--- config.mk ---
export PLATFORM = sky130hd
export DESIGN_NAME = apu_frame_tx
export DESIGN_NICKNAME = d
export VERILOG_FILES = /design/src/rtl/apu_pkg.sv /design/src/rtl/baud_tick.sv /design/src/rtl/apu_frame_tx.sv
export SDC_FILE = /design/constraint.sdc
export NUM_CORES = 1
export LEC_CHECK = 0
export ABC_AREA = 1
export CAP_MARGIN = 20
export CORE_ASPECT_RATIO = 0.75
export CORE_UTILIZATION = 40
export CTS_CLUSTER_SIZE = 24
export DETAILED_ROUTE_END_ITERATION = 8
export PLACE_DENSITY = 0.62
export SYNTH_ARGS = -nofsm -noshare
export SYNTH_HDL_FRONTEND = slang
export SYNTH_HIERARCHICAL = 1
export SYNTH_SLANG_ARGS = --single-unit
--- constraint.sdc ---
create_clock -name clk -period 1.9 [get_ports clk]
set_input_delay 0.19 -clock clk [delete_from_list [all_inputs] [get_ports clk]]
set_output_delay 0.19 -clock clk [all_outputs]
set_load 0.05 [all_outputs]
--- src/rtl/apu_pkg.sv ---
// Shared definitions for the APU serial link (transmitter and receiver).
// APU_FRAME_CHECKSUM_EN appends an XOR checksum byte to every frame.
package apu_pkg;

  typedef enum logic [1:0] {
    IDLE,
    START,
    DATA,
    STOP
  } tx_state_e;

  localparam int unsigned FRAME_W = 32;

`ifdef APU_FRAME_CHECKSUM_EN
  localparam int unsigned NBYTES = 5;
`else
  localparam int unsigned NBYTES = 4;
`endif

  // Rounded clocks-per-bit divisor.
  function automatic int unsigned baud_div(input int unsigned clkrate,
                                           input int unsigned baudrate);
    return (clkrate + baudrate / 2) / baudrate;
  endfunction

`ifdef APU_FRAME_CHECKSUM_EN
  function automatic logic [7:0] frame_xor(input logic [FRAME_W-1:0] f);
    logic [7:0] acc;
    acc = '0;
    for (int unsigned k = 0; k < FRAME_W / 8; k++) begin
      acc = acc ^ f[8*k +: 8];
    end
    return acc;
  endfunction
`endif

endpackage

--- src/rtl/baud_tick.sv ---
// Bit-time divider: tick is high on the last cycle of every DIV-cycle window;
// restart realigns the window so the next cycle is its first.
module baud_tick #(
  parameter int unsigned DIV = 186
) (
  input  logic clk,
  input  logic reset,
  input  logic restart,
  output logic tick
);

  localparam int unsigned CW = (DIV > 1) ? $clog2(DIV) : 1;
  localparam logic [CW-1:0] LAST = CW'(DIV - 1);

  logic [CW-1:0] cnt_q, cnt_d;

  always_comb begin
    cnt_d = cnt_q + CW'(1);
    if (restart || (cnt_q == LAST)) begin
      cnt_d = '0;
    end
  end

  always_ff @(posedge clk or posedge reset) begin
    if (reset) begin
      cnt_q <= '0;
    end else begin
      cnt_q <= cnt_d;
    end
  end

  assign tick = (cnt_q == LAST);

endmodule

--- src/rtl/apu_frame_tx.sv ---
// Serialises one 32-bit APU control frame as back-to-back 8N1 bytes on tx.
// APU_FRAME_CHECKSUM_EN adds a fifth byte holding the XOR of bytes 0..3.
module apu_frame_tx
  import apu_pkg::*;
#(
  parameter int unsigned CLKRATE  = 1_789_773,
  parameter int unsigned BAUDRATE = 9600
) (
  input  logic               clk,
  input  logic               reset,
  input  logic               frame_valid,
  input  logic [FRAME_W-1:0] frame_data,
  output logic               frame_ready,
  output logic               tx,
  output logic               busy
);

  localparam int unsigned DIV = baud_div(CLKRATE, BAUDRATE);
  localparam int unsigned SHW = NBYTES * 8;
  localparam int unsigned BCW = (NBYTES > 1) ? $clog2(NBYTES) : 1;
  localparam logic [BCW-1:0] LAST_BYTE = BCW'(NBYTES - 1);

  tx_state_e      state_q, state_d;
  logic [SHW-1:0] shift_q, shift_d;
  logic [BCW-1:0] byte_q, byte_d;
  logic [2:0]     bit_q, bit_d;
  logic           tx_q, tx_d;
  logic           accept;
  logic           restart;
  logic           tick;
  logic [SHW-1:0] load_word;

`ifdef APU_FRAME_CHECKSUM_EN
  assign load_word = {frame_xor(frame_data), frame_data};
`else
  assign load_word = frame_data;
`endif

  assign frame_ready = (state_q == IDLE);
  assign busy        = ~frame_ready;
  assign tx          = tx_q;
  assign accept      = frame_valid && frame_ready;

  baud_tick #(
    .DIV(DIV)
  ) u_baud (
    .clk    (clk),
    .reset  (reset),
    .restart(restart),
    .tick   (tick)
  );

  // tx_d is decided on the transition edge so the line changes together with
  // the state; restart on every transition keeps each state exactly DIV long.
  always_comb begin
    state_d = state_q;
    shift_d = shift_q;
    byte_d  = byte_q;
    bit_d   = bit_q;
    tx_d    = tx_q;
    restart = 1'b0;
    case (state_q)
      IDLE: begin
        restart = 1'b1;
        tx_d    = 1'b1;
        if (accept) begin
          state_d = START;
          shift_d = load_word;
          byte_d  = '0;
          bit_d   = '0;
          tx_d    = 1'b0;
        end
      end
      START: begin
        if (tick) begin
          restart = 1'b1;
          state_d = DATA;
          bit_d   = '0;
          tx_d    = shift_q[0];
        end
      end
      DATA: begin
        if (tick) begin
          restart = 1'b1;
          shift_d = shift_q >> 1;
          if (bit_q == 3'd7) begin
            state_d = STOP;
            tx_d    = 1'b1;
          end else begin
            bit_d = bit_q + 3'd1;
            tx_d  = shift_q[1];
          end
        end
      end
      STOP: begin
        if (tick) begin
          restart = 1'b1;
          bit_d   = '0;
          if (byte_q == LAST_BYTE) begin
            state_d = IDLE;
            byte_d  = '0;
            tx_d    = 1'b1;
          end else begin
            state_d = START;
            byte_d  = byte_q + BCW'(1);
            tx_d    = 1'b0;
          end
        end
      end
      default: begin
        state_d = IDLE;
        tx_d    = 1'b1;
      end
    endcase
  end

  always_ff @(posedge clk or posedge reset) begin
    if (reset) begin
      state_q <= IDLE;
      shift_q <= '0;
      byte_q  <= '0;
      bit_q   <= '0;
      tx_q    <= 1'b1;
    end else begin
      state_q <= state_d;
      shift_q <= shift_d;
      byte_q  <= byte_d;
      bit_q   <= bit_d;
      tx_q    <= tx_d;
    end
  end

endmodule
Yosys cells after proc, flatten, opt, wreduce, memory -nomap -nowiden. Cells that the tools add are included.

Output and inout port bits: 3. Bits of input ports: 35. Register bits: 48.

Muxes and demuxes: 29. Add/sub/neg operators: 3. Eq/ne operators: 13. Bitwise gates (word level): 1. Reduce and logical (&&, ||, !) cells: 12.

Operator list (count): 2-to-1 mux 32 bit (2); case mux 32 bit (2 select lines) (1); 2-to-1 mux 2 bit (8); 2-to-1 mux 3 bit (4); != test 2 bit, second input constant (5); case mux 3 bit (3 select lines) (1); AND reduction 3 bit (3); adder 8 x 1 -> 8 bit, second input constant (1); equality test 8 bit, second input constant (1); 2-to-1 mux 1 bit (8); 2-to-1 mux 8 bit (1); case mux 2 bit (4 select lines) (1); equality test 2 bit, second input constant (3); AND reduction 5 bit (1); != test 2 x 1 -> 1 bit, second input constant (2); case mux 1 bit (4 select lines) (1); case mux 2 bit (2 select lines) (1); AND reduction 4 bit (1); nonzero test 2 bit (2); adder 3 x 1 -> 3 bit, second input constant (1); equality test 3 bit, second input constant (1); OR reduction 3 bit (1); adder 2 x 1 -> 2 bit, second input constant (1); equality test 2 x 1 -> 1 bit, second input constant (1); 6 further kinds (6).

Depth between registers and ports, before layout. Gate-level depths: netlist (run 1).

Depth after elaboration: 5. Depth in mapped cells: 14. Depth with buffers taken out: 13.

Cells and area by module. Netlist (run 1), hierarchy kept.

By module, submodules not included: apu_frame_tx (seq. area each 1002.2 sq um, cells each 256, times used 1, area an instance 2254.7 sq um); baud_tick (seq. area each 200.2 sq um, cells each 51, times used 1, area an instance 412.9 sq um).

Least setup slack after synthesis (run 1). OpenSTA, ideal clock, no wires.

Path type: reg2reg. Start: register state_q[0]. End: register shift_q[24]. Setup slack: -0.248 ns. Stages on the path, launching flop included: 9. Setup time: 0.123 ns. Data arrival time: 2.025 ns. Data required time: 1.777 ns. Cells stage by stage: dfrtp_1 > inv_1 > ha_1 > inv_1 > nand2_2 > nand2_8 > buf_6 > nand2_1 > o21ai_2.

Word-level cells in the longest chain between the ends: 4. Elaborated cells on any way between the ends: 8. Classes of those cells: eq/ne (3); mux (1); reduce/logical (4).

Ends and longest elaborated chain: from (decl) (line apu_frame_tx.sv:23) `tx_state_e state_q, state_d;`; from (signal assigned) (line apu_frame_tx.sv:125) `state_q <= state_d;`; logical NOT 2 bit (*) (line apu_frame_tx.sv:39) `assign frame_ready = (state_q == IDLE);`; via frame_ready (line apu_frame_tx.sv:13) `output logic frame_ready,`; logical AND 1 bit (line apu_frame_tx.sv:42) `assign accept = frame_valid && frame_ready;`; != test 2 x 1 -> 1 bit (no source line); AND reduction 3 bit (no source line); to (signal assigned) (line apu_frame_tx.sv:126) `shift_q <= shift_d;`; to (decl) (line apu_frame_tx.sv:24) `logic [SHW-1:0] shift_q, shift_d;`.

The timed path passes the listed nets; every way through them passes the cells marked *. A chain may end at the register's enable or synchronous reset.

Worst setup path in the final report (run 1).
Start: register u_baud.cnt_q[1]. End: register shift_q[25].

Word-level cells in the longest chain between the ends: 3.

Ends and longest elaborated chain: from (decl) (line baud_tick.sv:15) `logic [CW-1:0] cnt_q, cnt_d;`; from (signal assigned) (line baud_tick.sv:28) `cnt_q <= cnt_d;`; equality test 8 bit (line baud_tick.sv:32) `assign tick = (cnt_q == LAST);`; via tick (line apu_frame_tx.sv:30) `logic tick;`; != test 2 bit (no source line); AND reduction 3 bit (no source line).

The timed path passes the listed nets, and every way through them passes these cells.

==> results.ini, run 1 <==
[floorplanning]
initial_core_util_pct=41.8
placeableCoreArea_um2=6380
chipHeight_um=72.7
io_pins=38
die_x_um=96.3
row_count=25
die-area_um2=7000

[clock_network]
worst_setup_hold_path_clk_slew_ps=90
ctsRootBufferMaster=sky130_fd_sc_hd__clkbuf_8
cts_htree_levels=2
cts.hold.buffers_added=0
worstSkewPairLatency_ps=300
max-clock-path-buffers=2
numClockSinks=48
numCtsBuffers=5
cts_tree=yes

[worst_setup_path]
setup.worst_path.start=u_baud/cnt_q[1]
reg2reg_from=u_baud/cnt_q[1]
worst_ep_required_time_ps=2080
crit_path_end_kind=flop
crit_arrival_ps=1920
crit_path_start_kind=flop
worst-path-max-fanout=16
critPathKind=reg2reg

[flow_run]
drv.max_cap_violation_count=0

[global_route]
first_pass_grt_wire_length_mm=8.40
global_route.usage.total_pct=15.5
initial_antenna_violation_count=0
grt_max_degree=65
overflow=0
first_global_vias=1868

[sta]
worst_pin_slew_ps=526
fin_tns_setup_ps=0
finalCriticalPeriod_ps=1730
hold_viol=0
slew_viol_final=0
timing.final.setup_violations=0
achievable-frequency_ghz=0.577
rsz_0062_raised_after_global_routing=false
worst_slew_margin_rel_pct=64.9
whs_ps=162
clock-skew-final_ps=6.22
final.period_utilization_pct=91.3

[placed_design]
hpwlAfterDp_mm=3.54
gp_congestion=0.788
place_inst=416
placement.io_buffers=37

[route]
firstDrtPassIters=4
wirelength_mm=5.42
vias_per_cell=4.94
antenna_violating_nets_post_route=0
drt-wirelength-per-cell_um=12.7
drc=0
route.vias.total=2111
drtIter0Drc=79

[synthesis]
mappedNetlistNets=352
netlist_instances=307
synthesis.area_per_instance_um2=8.69
postSynthRegisterBits=48
netlist.top_cell.by_area=sky130_fd_sc_hd__dfrtp_1
synth_top_area_share_pct=44.1
synth_seq_area_share_pct=45.1
synthesis.area_um2=2670
post_synth_main_area_contributors=sky130_fd_sc_hd__dfrtp_1 44%, sky130_fd_sc_hd__nand2_1 10%, sky130_fd_sc_hd__o21ai_0 6.9%
synth_warnings=6
synth.distinct_cells=30

[power]
worst_ir_drop_vdd_mv=0.527
power.static_leakage_nw=1.49
seqPwrFrac_pct=32.8
p_per_area_nw_per_um2=1610
internal-power_mw=2.90
p_clk_share_pct=14.1
sw_frac_of_total_pct=44.8
power.net_switching_mw=2.35
share_comb_of_total_power_pct=53.1

[finish]
final_net_count=390
drive_above_1_share_pct=18.8
post-route-util_pct=50.9
final_cells=427
diodes=0
syn_to_final_growth_pct=21.8

[outcome]
outcome=finished, final reports clean

[hold_path]
hold_path.class=in2async

[timing repair]
item	in CTS	in global routing
setup buffers	0	0
endpoints found under the setup margin	0	34
resized for setup	0	9
[path summary, 6_finish.rpt]
check | end | slack, ps | cells past startpoint
max | shift_q[25] | 170 | 13
min in group clk | tx | 470 | 2
min reg2reg | tx | 470 | 2
max reg2reg | shift_q[25] | 170 | 13
max in group asynchronous | tx | 1180 | 3
min | u_baud/cnt_q[5] | 160 | 2
[layout make-up]
| cell class | count | area [µm²] |
|---|---|---|
| fill | 629 | 3130 |
| multi-input combinational | 230 | 1330 |
| sequential | 48 | 1200 |
| timing repair buffer | 41 | 418 |
| tap | 81 | 101 |
| inverter | 19 | 83.8 |
| clock buffer | 5 | 68.8 |
| clock inverter | 3 | 42.5 |
[registers in the layout (all words and copies together) (netlist names)]
name / flops
byte_q: 2
bit_q: 3
state_q: 2
shift_q: 32
u_baud/cnt_q: 8
tx: 1
[routing by layer]
metal	vias to the layer above	wire length, µm	global-route usage, %
li1	1078	-	-
met5	-	0	0
met4	0	48	3.92
met3	4	189	3.44
met2	33	2260	24.0
met1	996	2920	22.3
[cell usage after synthesis]
cell	instances
sky130_fd_sc_hd__nand2_8	1
sky130_fd_sc_hd__or2_1	12
sky130_fd_sc_hd__nand2_4	2
sky130_fd_sc_hd__nand3b_1	1
sky130_fd_sc_hd__o21ai_0	37
sky130_fd_sc_hd__xor2_1	2
sky130_fd_sc_hd__clkbuf_1	1
sky130_fd_sc_hd__ha_1	10
sky130_fd_sc_hd__nor2_1	16
sky130_fd_sc_hd__inv_4	2
sky130_fd_sc_hd__or2_2	18
sky130_fd_sc_hd__o211ai_1	1
sky130_fd_sc_hd__a21o_1	1
sky130_fd_sc_hd__nand2_2	3
sky130_fd_sc_hd__nand3_1	11
sky130_fd_sc_hd__o21bai_1	2
sky130_fd_sc_hd__inv_2	1
sky130_fd_sc_hd__dfstp_2	1
sky130_fd_sc_hd__dfrtp_1	47
sky130_fd_sc_hd__a21boi_0	1
sky130_fd_sc_hd__xnor2_1	1
sky130_fd_sc_hd__nand2_1	71
sky130_fd_sc_hd__inv_1	16
sky130_fd_sc_hd__nand4_1	3
sky130_fd_sc_hd__clkbuf_2	2
sky130_fd_sc_hd__o21ai_2	16
sky130_fd_sc_hd__nor2_2	1
sky130_fd_sc_hd__buf_6	10
sky130_fd_sc_hd__o21ai_1	16
sky130_fd_sc_hd__a21oi_1	1
[worst max-delay path, stage by stage, from the launching register on]
cell                      delay [ps]
sky130_fd_sc_hd__dfrtp_1         400
sky130_fd_sc_hd__inv_1            90
sky130_fd_sc_hd__ha_1            150
sky130_fd_sc_hd__nand2_1          50
sky130_fd_sc_hd__nor2_1           80
sky130_fd_sc_hd__nand3_1         100
sky130_fd_sc_hd__inv_1           110
sky130_fd_sc_hd__inv_2            70
sky130_fd_sc_hd__nand2_4          80
sky130_fd_sc_hd__nand2_4          70
sky130_fd_sc_hd__inv_8           130
sky130_fd_sc_hd__nand2_8         120
sky130_fd_sc_hd__nand2_1         110
sky130_fd_sc_hd__o21ai_2          50
[cell families after synthesis]
kind of cell / after synthesis / share of synthesized area [%]
simple gates: 139 / 24.9
buf+inv: 32 / 7.60
fa+ha+maj: 10 / 4.69
xor+xnor: 3 / 0.985
compound gates: 75 / 16.8
flops: 48 / 45.1
[power groups by stage]
stage	combinational, mW	sequential (mW)	clock, mW
finish	2.78	1.72	0.740
global placement	2.45	1.73	0
global route	3.13	1.77	0.807
floorplan	2.15	1.71	0
detailed placement	2.50	1.73	0
CTS	2.51	1.71	0.764
[through the flow]
step / setup slack, ps / total power, mW / cell area, µm²
global route: 4.92 / 5.71 / 3250
CTS: 6.25 / 4.99 / 3170
floorplan: 15.9 / 3.87 / 2670
finish: 166 / 5.24 / 3250
detailed placement: 20.2 / 4.24 / 3060
global placement: 63.9 / 4.17 / 3060
[cells in the final DEF, fill, tap and decap left out, types with 2 or more instances in the layout]
master,n
sky130_fd_sc_hd__ha_2,2
sky130_fd_sc_hd__nand4_1,3
sky130_fd_sc_hd__dfrtp_1,47
sky130_fd_sc_hd__or2_1,12
sky130_fd_sc_hd__o21ai_0,36
sky130_fd_sc_hd__or2_2,18
sky130_fd_sc_hd__nor2_1,16
sky130_fd_sc_hd__nand2_2,2
sky130_fd_sc_hd__nand2_4,3
sky130_fd_sc_hd__buf_4,5
sky130_fd_sc_hd__nand3_1,11
sky130_fd_sc_hd__o21ai_2,16
sky130_fd_sc_hd__clkbuf_8,5
sky130_fd_sc_hd__inv_1,16
sky130_fd_sc_hd__nand2_1,71
sky130_fd_sc_hd__o21ai_1,17
sky130_fd_sc_hd__buf_12,2
sky130_fd_sc_hd__clkdlybuf4s50_1,34
sky130_fd_sc_hd__ha_1,8
sky130_fd_sc_hd__o21bai_1,2
sky130_fd_sc_hd__nand2_8,4
sky130_fd_sc_hd__xor2_1,2
Power figures use the tool's default switching activity.
==> run 2: changes to the inputs <==
--- a/config.mk
+++ b/config.mk
@@ -12,6 +12,7 @@
 export CTS_CLUSTER_SIZE = 24
 export DETAILED_ROUTE_END_ITERATION = 8
 export PLACE_DENSITY = 0.62
+export SLEW_MARGIN = 20
 export SYNTH_ARGS = -nofsm -noshare
 export SYNTH_HDL_FRONTEND = slang
 export SYNTH_HIERARCHICAL = 1
==> results of run 2 <==
Same layout as run 1: the final DEF is identical, and so are final timing and power.
==> run 3: changes to the inputs <==
--- a/config.mk
+++ b/config.mk
@@ -6,6 +6,7 @@
 export NUM_CORES = 1
 export LEC_CHECK = 0
 export ABC_AREA = 1
+export ABC_CLOCK_PERIOD_IN_PS = 1900
 export CAP_MARGIN = 20
 export CORE_ASPECT_RATIO = 0.75
 export CORE_UTILIZATION = 40
==> results of run 3 <==
Same layout as run 1: the final DEF is identical, and so are final timing and power.
